File: config.mk
export PLATFORM = sky130hd
export DESIGN_NAME = tdm_demux_1_4_flat
export DESIGN_NICKNAME = d
export VERILOG_FILES = /design/src/rtl/tdm_demux_1_4_if.sv /design/src/rtl/tdm_demux_1_4.sv /design/src/flat_wrapper.sv
export SDC_FILE = /design/constraint.sdc
export NUM_CORES = 1
export LEC_CHECK = 0
export BUFFER_PORTS_ARGS = -buffer_cell sky130_fd_sc_hd__buf_4
export CORE_ASPECT_RATIO = 1.5
export CORE_MARGIN = 2
export CORE_UTILIZATION = 54
export DETAILED_ROUTE_END_ITERATION = 10
export MAX_ROUTING_LAYER = met4
export PLACE_DENSITY_LB_ADDON = 0.25
export SLEW_MARGIN = 0
export SYNTH_ARGS = -nofsm -noshare
export SYNTH_HDL_FRONTEND = slang
export SYNTH_SLANG_ARGS = --single-unit
File: constraint.sdc
create_clock -name clk -period 2 [get_ports clk]
set_input_delay 0.2 -clock clk [delete_from_list [all_inputs] [get_ports clk]]
set_output_delay 0.2 -clock clk [all_outputs]
set_load 0.02 [all_outputs]
File: src/rtl/tdm_demux_1_4_if.sv
// Link-side bundle for the 1:4 TDM demultiplexer: serial beat inputs plus
// the assembled-frame and framing-status outputs.
interface tdm_demux_1_4_if #(
   parameter int W = 8
);
   logic [W-1:0]   din;
   logic           din_valid;
   logic           sof;
   logic [4*W-1:0] dout;
   logic           dout_valid;
   logic [3:0]     slot_en;
   logic           locked;
   logic           frame_err;

   modport master (
      output din, din_valid, sof,
      input  dout, dout_valid, slot_en, locked, frame_err
   );

   modport slave (
      input  din, din_valid, sof,
      output dout, dout_valid, slot_en, locked, frame_err
   );
endinterface

File: src/rtl/tdm_demux_1_4.sv
// 1:4 TDM demultiplexer: steers four slot beats into lane registers via a
// one-hot slot decoder and emits each completed frame as one parallel word.
module tdm_demux_1_4 #(
   parameter int W = 8
) (
   input logic              clk,
   input logic              rst,
   tdm_demux_1_4_if.slave   link
);

   typedef enum logic {
      HUNT = 1'b0,
      LOCK = 1'b1
   } state_t;

   state_t         state_q, state_d;
   logic [1:0]     cnt_q, cnt_d;
   logic [W-1:0]   lane_q [3];
   logic [2:0]     lane_we_s;
   logic [4*W-1:0] dout_q, dout_d;
   logic           dout_valid_q, dout_valid_d;
   logic           frame_err_q, frame_err_d;
   logic           locked_q;
   logic [3:0]     slot_en_s;

   // Expected-slot decoder; silent while hunting for a start of frame.
   always_comb begin
      if (state_q == LOCK) begin
         slot_en_s = 4'b0001 << cnt_q;
      end else begin
         slot_en_s = 4'b0000;
      end
   end

   // Next-state, lane write enables and frame/error outputs.
   always_comb begin
      state_d      = state_q;
      cnt_d        = cnt_q;
      lane_we_s    = 3'b000;
      dout_d       = dout_q;
      dout_valid_d = 1'b0;
      frame_err_d  = 1'b0;
      if (link.din_valid) begin
         case (state_q)
            HUNT: begin
               if (link.sof) begin
                  lane_we_s = 3'b001;
                  cnt_d     = 2'd1;
                  state_d   = LOCK;
               end else begin
                  state_d = HUNT;
               end
            end
            LOCK: begin
               if (link.sof) begin
                  // An early sof abandons the partial frame and restarts at slot 0.
                  frame_err_d = (cnt_q != 2'd0);
                  lane_we_s   = 3'b001;
                  cnt_d       = 2'd1;
               end else begin
                  case (cnt_q)
                     2'd0: begin
                        frame_err_d = 1'b1;
                        state_d     = HUNT;
                        cnt_d       = 2'd0;
                     end
                     2'd3: begin
                        dout_d       = {link.din, lane_q[2], lane_q[1], lane_q[0]};
                        dout_valid_d = 1'b1;
                        cnt_d        = 2'd0;
                     end
                     default: begin
                        lane_we_s = slot_en_s[2:0];
                        cnt_d     = cnt_q + 2'd1;
                     end
                  endcase
               end
            end
            default: begin
               state_d = HUNT;
               cnt_d   = 2'd0;
            end
         endcase
      end else begin
         state_d = state_q;
      end
   end

   // Control and output registers.
   always_ff @(posedge clk or posedge rst) begin
      if (rst) begin
         state_q      <= HUNT;
         cnt_q        <= 2'd0;
         dout_q       <= '0;
         dout_valid_q <= 1'b0;
         frame_err_q  <= 1'b0;
         locked_q     <= 1'b0;
      end else begin
         state_q      <= state_d;
         cnt_q        <= cnt_d;
         dout_q       <= dout_d;
         dout_valid_q <= dout_valid_d;
         frame_err_q  <= frame_err_d;
         locked_q     <= (state_d == LOCK);
      end
   end

   // Lane registers, each written only by its own decoded enable.
   always_ff @(posedge clk or posedge rst) begin
      if (rst) begin
         for (int i = 0; i < 3; i++) begin
            lane_q[i] <= '0;
         end
      end else begin
         for (int i = 0; i < 3; i++) begin
            if (lane_we_s[i]) begin
               lane_q[i] <= link.din;
            end
         end
      end
   end

   assign link.dout       = dout_q;
   assign link.dout_valid = dout_valid_q;
   assign link.frame_err  = frame_err_q;
   assign link.locked     = locked_q;
   assign link.slot_en    = slot_en_s;

endmodule

File: src/flat_wrapper.sv
// flat-port wrapper written by rule: the top's interface ports become plain ports
module tdm_demux_1_4_flat 
#(
   parameter int W = 8
)
  (clk, rst, link_din, link_din_valid, link_sof, link_dout, link_dout_valid, link_slot_en, link_locked, link_frame_err);
  tdm_demux_1_4_if #(.W(W)) link_i ();
  input logic clk;
  input logic rst;
  input wire logic [$bits(link_i.din)-1:0] link_din;
  input wire logic [$bits(link_i.din_valid)-1:0] link_din_valid;
  input wire logic [$bits(link_i.sof)-1:0] link_sof;
  output wire logic [$bits(link_i.dout)-1:0] link_dout;
  output wire logic [$bits(link_i.dout_valid)-1:0] link_dout_valid;
  output wire logic [$bits(link_i.slot_en)-1:0] link_slot_en;
  output wire logic [$bits(link_i.locked)-1:0] link_locked;
  output wire logic [$bits(link_i.frame_err)-1:0] link_frame_err;
  assign link_i.din = link_din;
  assign link_i.din_valid = link_din_valid;
  assign link_i.sof = link_sof;
  assign link_dout = link_i.dout;
  assign link_dout_valid = link_i.dout_valid;
  assign link_slot_en = link_i.slot_en;
  assign link_locked = link_i.locked;
  assign link_frame_err = link_i.frame_err;
  tdm_demux_1_4 #(.W(W)) u_core (.clk(clk), .rst(rst), .link(link_i));
endmodule
==> run_results.csv, run 1 <==
group,metric,value,unit
outcome,status,"finished clean",
grt,grt_max_degree,31,
grt,antenna_found_initial,0,
grt,grt_pass1_wl,7130,um
clock_tree,clk_path_buf_depth,2,
floorplan,row_count,30,
clock_tree,cts_sinks,61,
route,drt_iter0_markers,65,
synth,synthSimpleGateAreaFrac,4.72,%
final_layout,diodes,0,
route,via_count,1464,
sta,hold_slack,0.138,ns
pwr,power_frac_seq,41.7,%
clock_tree,cts_tree,"yes",
floorplan,start_util,55.2,%
sta,rsz0062_at_grt,"false",
critical_path,crit_chain,"inv_1 -> ha_1 -> nand3_4 -> nor3b_4 -> buf_4 -> mux2_2",
clock_tree,cts_inserted_buffers,9,
synth,synth-seq-cells,61,
placement,port_buffers,50,
synth,syn-cell-area,0.00246,sq mm
synth,synth-edff-count,0,
sta,setup_viol,0,
floorplan,die_w,59.2,um
final_layout,area_growth_syn_to_layout,25.7,%
synth,yosysTopAreaCell,"dfrtp_1",
clock_tree,clk_root_buffer_cell,"clkbuf_8",
sta,slew_viol_final,0,
grt,grt_pass1_vias,1564,
sta,slew_headroom,74.5,%
critical_path,endpoint_kind,"flip-flop",
route,first_pass_iters,4,
final_layout,nets,235,
route,route.detailed.drc,0,
pwr,p_comb_share,37.8,%
final_layout,layout-drive-gt1-share,61.3,%
clock_tree,clk_pin_slew,0.06,ns
synth,synth_top_area_share,62.0,%
synth,synth_cells,154,
synth,postSynth.topFlopCell,"dfrtp_1",
synth,synth_xor_area_share,0,%
pwr,p_int,3.30,mW
floorplan,dieArea,0.00513,sq mm
critical_path,cpPeakStageDelay,0.42,ns
critical_path,start_kind,"flip-flop",
critical_path,critPathTopFamily,"flip-flops",
synth,synth_compound_area_share,1.78,%
pwr,p_per_area,1600,mW/mm^2
sta,worst_pin_slew,0.383,ns
synth,muxShareOfSynthArea,25.6,%
clock_tree,htreeDepth,3,
sta,period_needed,1.88,ns
synth,synth.area.top_cells,"dfrtp_1, mux2_2, ha_1, buf_6, mux2_1",
final_layout,final_common_cell,"dfrtp_1",
synth,ys_seq_area_share,62.0,%
clock_tree,clkLatencyLatePin,0.32,ns
synth,yosys_warnings,0,
pwr,power_leakage,1.55,nW
placement,dp_cells,253,
grt,overflow,0,
sta,fmax,531,MHz
final_layout,nFillCells,317,
critical_path,path_buf_inv,2,
floorplan,pin_count,51,
critical_path,cp.arrival,2.09,ns
floorplan,dieHeight,86.7,um
sta,tns,0,ns
synth,synth_cell_types,22,
critical_path,criticalPathCategory,"reg2reg",
final_layout,finalNonFillerCells,270,
synth,synthAdderAreaFrac,3.05,%
critical_path,slowest_stage,"dfrtp_1",
route,vias_per_cell,5.42,
sta,fin_crit_sh,94.2,%
route,wl_per_cell,15.9,um
run,drv_cap,0,
placement,dpl.hpwl,3110,um
floorplan,core,0.00447,sq mm
clock_tree,postCtsSetupRepairBufs,0,
pwr,pwr-share-clk,20.5,%
sta,final_hold_viol_count,0,
synth,synth_top_family_by_area,"multiplexers",
pwr,power.switching,1.65,mW
critical_path,path_max_fanout,8,
critical_path,crit_required,2.21,ns
synth,syn-num-nets,172,
pwr,ir_drop,0.974,mV
min_path,hold_path.class,"in2reg",
pwr,swShare,33.3,%
grt,grt_use_total,19.5,%
sta,fin_worst_skew,0.00521,ns
synth,syn_avg_cell_area,16.0,sq um
synth,async_flop_share,100,%
placement,gp_congestion,0.721,
route,ant_nets,0,
final_layout,layout_common_cells,"dfrtp_1, buf_4, mux2_2",
route,wl,4290,um
==> routing by layer <==
metal	wire length, um	global-route usage [%]	share of wire (%)
met4	139	11.0	3.2
met3	172	4.93	4.0
met5	0	-	0
met2	2310	31.0	54
met1	1680	22.0	39
==> cell type report <==
type | instances | area (sq um) | share of cell area, %
flip-flops and latches | 61 | 1530 | 49.3
multi-input cells | 83 | 866 | 27.9
repair buffers | 57 | 430 | 13.9
clock buffers | 13 | 179 | 5.78
well taps | 48 | 60.1 | 1.94
inverters | 5 | 18.8 | 0.606
clock inverters | 3 | 17.5 | 0.565
==> power by group through the flow <==
stage / clock (mW) / sequential, mW / combinational, mW
5_1_grt: 1.09 / 2.14 / 2.01
6_report: 1.01 / 2.07 / 1.87
3_5_place_dp: 0 / 2.10 / 1.89
4_1_cts: 1.05 / 2.08 / 1.90
2_1_floorplan: 0 / 2.40 / 0.802
3_3_place_gp: 0 / 2.05 / 1.83
==> stage by stage <==
step | utilization, % | total power [mW] | setup WS (ns) | area, sq um
floorplan | - | 3.20 | 0.205 | 2460
global placement | 64.7 | 3.87 | 0.233 | 2890
detailed placement | 64.7 | 3.98 | 0.143 | 2890
CTS | 69.4 | 5.02 | 0.135 | 3100
global route | 69.4 | 5.24 | 0.0224 | 3100
finish | 69.4 | 4.95 | 0.117 | 3100
==> registers in the layout, summed over array words and instances (netlist names) <==
name,count
u_core.link.frame_err,1
u_core.state_q,1
u_core.lane_q,24
u_core.cnt_q,2
u_core.link.dout_valid,1
u_core.link.dout,32
==> worst register-to-register path: cells and delay by family, from the launching register on <==
kind,cells,cell delay [ns]
adder cells (fa/ha/maj),1,0.39
buffers and inverters,2,0.31
flip-flops,1,0.42
multiplexers,1,0.35
AND/OR/NAND/NOR,2,0.31
==> timing repair <==
| action | 4_1_cts | 5_1_grt |
|---|---|---|
| resized for setup | 0 | 0 |
| hold buffers | 1 | 0 |
| endpoints found under the hold margin | 31 | 0 |
==> synth_stat cells (2+ instances only) <==
library cell	instances
inv_1	5
dfrtp_1	61
mux2_1	3
o21ai_0	2
and2_2	4
a21oi_1	2
ha_1	6
buf_6	4
mux2_2	53
nor2_1	2
==> logic make-up (layout without fill, tap and decap cells) <==
kind of cell / Yosys count / count (layout)
buffers and inverters: 10 / 78
muxes: 56 / 56
DFF: 61 / 61
adders and majority gates: 6 / 6
and+or+nand+nor: 14 / 14
AOI/OAI and AO/OA: 7 / 7
==> worst paths after layout <==
path,from,slack (ns),endpoint,cells after the start
setup / recovery,u_core.cnt_q[0],0.12,u_core.lane_q[0],6
hold / removal,link_din[6],0.14,u_core.lane_q[14],2
setup reg to reg,u_core.cnt_q[0],0.12,u_core.lane_q[0],6
hold reg to reg,u_core.lane_q[21],0.49,u_core.link.dout[5],1
max in group asynchronous,rst,1.16,u_core.lane_q[18],4
min in group asynchronous,rst,0.29,u_core.state_q,3
(Power assumes the default switching activity.)
==> inputs of run 2 (changes only) <==
--- a/config.mk
+++ b/config.mk
@@ -6,12 +6,14 @@
 export NUM_CORES = 1
 export LEC_CHECK = 0
 export BUFFER_PORTS_ARGS = -buffer_cell sky130_fd_sc_hd__buf_4
+export CELL_PAD_IN_SITES_DETAIL_PLACEMENT = 0
+export CELL_PAD_IN_SITES_GLOBAL_PLACEMENT = 1
 export CORE_ASPECT_RATIO = 1.5
 export CORE_MARGIN = 2
-export CORE_UTILIZATION = 54
+export CORE_UTILIZATION = 44
 export DETAILED_ROUTE_END_ITERATION = 10
 export MAX_ROUTING_LAYER = met4
-export PLACE_DENSITY_LB_ADDON = 0.25
+export PLACE_DENSITY_LB_ADDON = 0.1
 export SLEW_MARGIN = 0
 export SYNTH_ARGS = -nofsm -noshare
 export SYNTH_HDL_FRONTEND = slang
==> run 2 against run 1 <==
Critical path depth unchanged. Utilization decreased by 12 points. Final area increased by 1.5%. Power increased by 1.2%. Global-route usage decreased by 2.7 points. Register-to-register slack about the same. Setup slack improved by 0.0018 ns. Sequential share of layout area decreased by 0.74 points. Non-clock buffer count decreased by 1. Fmax about the same. Via count decreased by 4.0%. Flip-flop and latch count unchanged.
==> run_results.csv, run 2 (same netlist as run 1, synthesis figures left out) <==
group,metric,value,unit
outcome,status,"finished clean",
final_layout,multiInputGateArea,866,sq um
route,via_count,1406,
pwr,p_per_area,1590,mW/mm^2
clock_tree,clk_root_buffer_cell,"clkbuf_8",
sta,rsz0062_at_grt,"false",
clock_tree,cts_tree,"yes",
final_layout,layout_common_cells,"dfrtp_1, mux2_2, buf_4",
critical_path,endpoint_kind,"flip-flop",
floorplan,row_count,33,
floorplan,die_w,65.1,um
grt,grt_pass1_vias,1496,
clock_tree,clkLatencyLatePin,0.32,ns
min_path,hold_path.class,"in2reg",
sta,slew_viol_final,0,
sta,fin_worst_skew,0.00754,ns
critical_path,criticalPathCategory,"reg2reg",
clock_tree,cts_sinks,61,
grt,grt_pass1_wl,7310,um
critical_path,cp.arrival,2.09,ns
floorplan,pin_count,51,
grt,use_met1,19.4,%
clock_tree,clk_path_buf_depth,2,
grt,grtUsageMet3,5.19,%
floorplan,dieArea,0.00623,sq mm
final_layout,area_growth_syn_to_layout,27.7,%
clock_tree,clk_pin_slew,0.06,ns
run,drv_cap,0,
pwr,pwr-share-clk,21.5,%
clock_tree,cts_inserted_buffers,9,
pwr,finalPower,5.01,mW
route,first_pass_iters,4,
floorplan,dieHeight,95.6,um
sta,fin_crit_sh,94.1,%
pwr,power_leakage,1.56,nW
floorplan,core,0.00545,sq mm
critical_path,start_kind,"flip-flop",
route,wl,4410,um
final_layout,nFillCells,477,
pwr,p_comb_share,37.4,%
final_layout,largest_reg_flops,32,
grt,overflow,0,
sta,fmax,532,MHz
route,wl_per_cell,15.3,um
placement,dpl.hpwl,3190,um
sta,tns,0,ns
sta,slew_headroom,58.6,%
clock_tree,htreeDepth,3,
final_layout,layout-drive-gt1-share,60.3,%
grt,use_met2,26.9,%
final_layout,register_area,0.00153,sq mm
route,route.detailed.drc,0,
grt,grt_use_total,16.8,%
critical_path,crit_required,2.21,ns
critical_path,path_max_fanout,5,
route,vias_per_cell,4.87,
sta,setup_viol,0,
pwr,ir_drop,0.923,mV
final_layout,nets,234,
floorplan,start_util,45.2,%
pwr,power.switching,1.62,mW
pwr,p_int,3.39,mW
final_layout,final_common_cell,"dfrtp_1",
grt,antenna_found_initial,0,
grt,grt-busiest-layer,"met2",
pwr,swShare,32.3,%
route,drt_iter0_markers,42,
grt,grt_max_degree,34,
final_layout,diodes,0,
sta,period_needed,1.88,ns
sta,worst_pin_slew,0.620,ns
pwr,power_frac_seq,41.2,%
sta,final_hold_viol_count,0,
placement,port_buffers,50,
clock_tree,cts_resized,0,
placement,gp_congestion,0.791,
route,ant_nets,0,
run 2: stage by stage:
step	util, %	setup slack [ns]	instance area [sq um]	hold WS [ns]	instances
finish	57.7	0.119	3150	0.140	289
detailed placement	53.9	0.114	2940	0.321	274
CTS	57.7	0.111	3150	0.122	289
global route	57.7	0.0142	3150	0.125	289
floorplan	-	0.205	2460	0.350	154
global placement	53.9	0.230	2940	0.301	274
run 2: layout make-up:
type	count	share of cell area [%]
multi-input cells	83	27.5
well taps	70	2.78
flip-flops and latches	61	48.5
repair buffers	56	14.2
clock buffers	13	5.37
clock inverters	1	0.955
inverters	5	0.597
run 2: path summary, 6_finish.rpt:
check	startpoint	endpoint	slack, ns	cells past startpoint
worst min register to register	u_core.lane_q[21]	u_core.link.dout[5]	0.49	1
min in group asynchronous	rst	u_core.lane_q[12]	0.52	3
max in group asynchronous	rst	u_core.lane_q[11]	0.89	4
worst max register to register	u_core.cnt_q[0]	u_core.lane_q[5]	0.12	6
worst max-delay path	u_core.cnt_q[0]	u_core.lane_q[5]	0.12	6
worst min-delay path	link_din[5]	u_core.lane_q[13]	0.14	2
run 2: timing repair:
action / in CTS / in global routing
hold endpoints to repair: 28 / 0
hold buffers: 1 / 0
setup endpoints to repair: 0 / 0
setup buffers: 0 / 0
run 2: power by group through the flow:
stage	Combinational (mW)	Sequential, mW	Clock [mW]
global route	2.01	2.14	1.17
floorplan	0.802	2.40	0
detailed placement	1.90	2.09	0
CTS	1.91	2.07	1.11
global placement	1.84	2.05	0
finish	1.87	2.06	1.08
run 2: per-layer routing:
metal | wire length [um] | vias to the layer above
met1 | 1760 | 711
met4 | 65 | 0
met2 | 2410 | 32
met3 | 181 | 7
li1 | - | 656
met5 | 0 | -
run 2: critical path, stage by stage, from the launching register on:
cell and delay (ns):
dfrtp_1 0.42, inv_1 0.11, ha_1 0.38, nand3_4 0.11, nor3b_4 0.22, buf_4 0.19, mux2_2 0.35
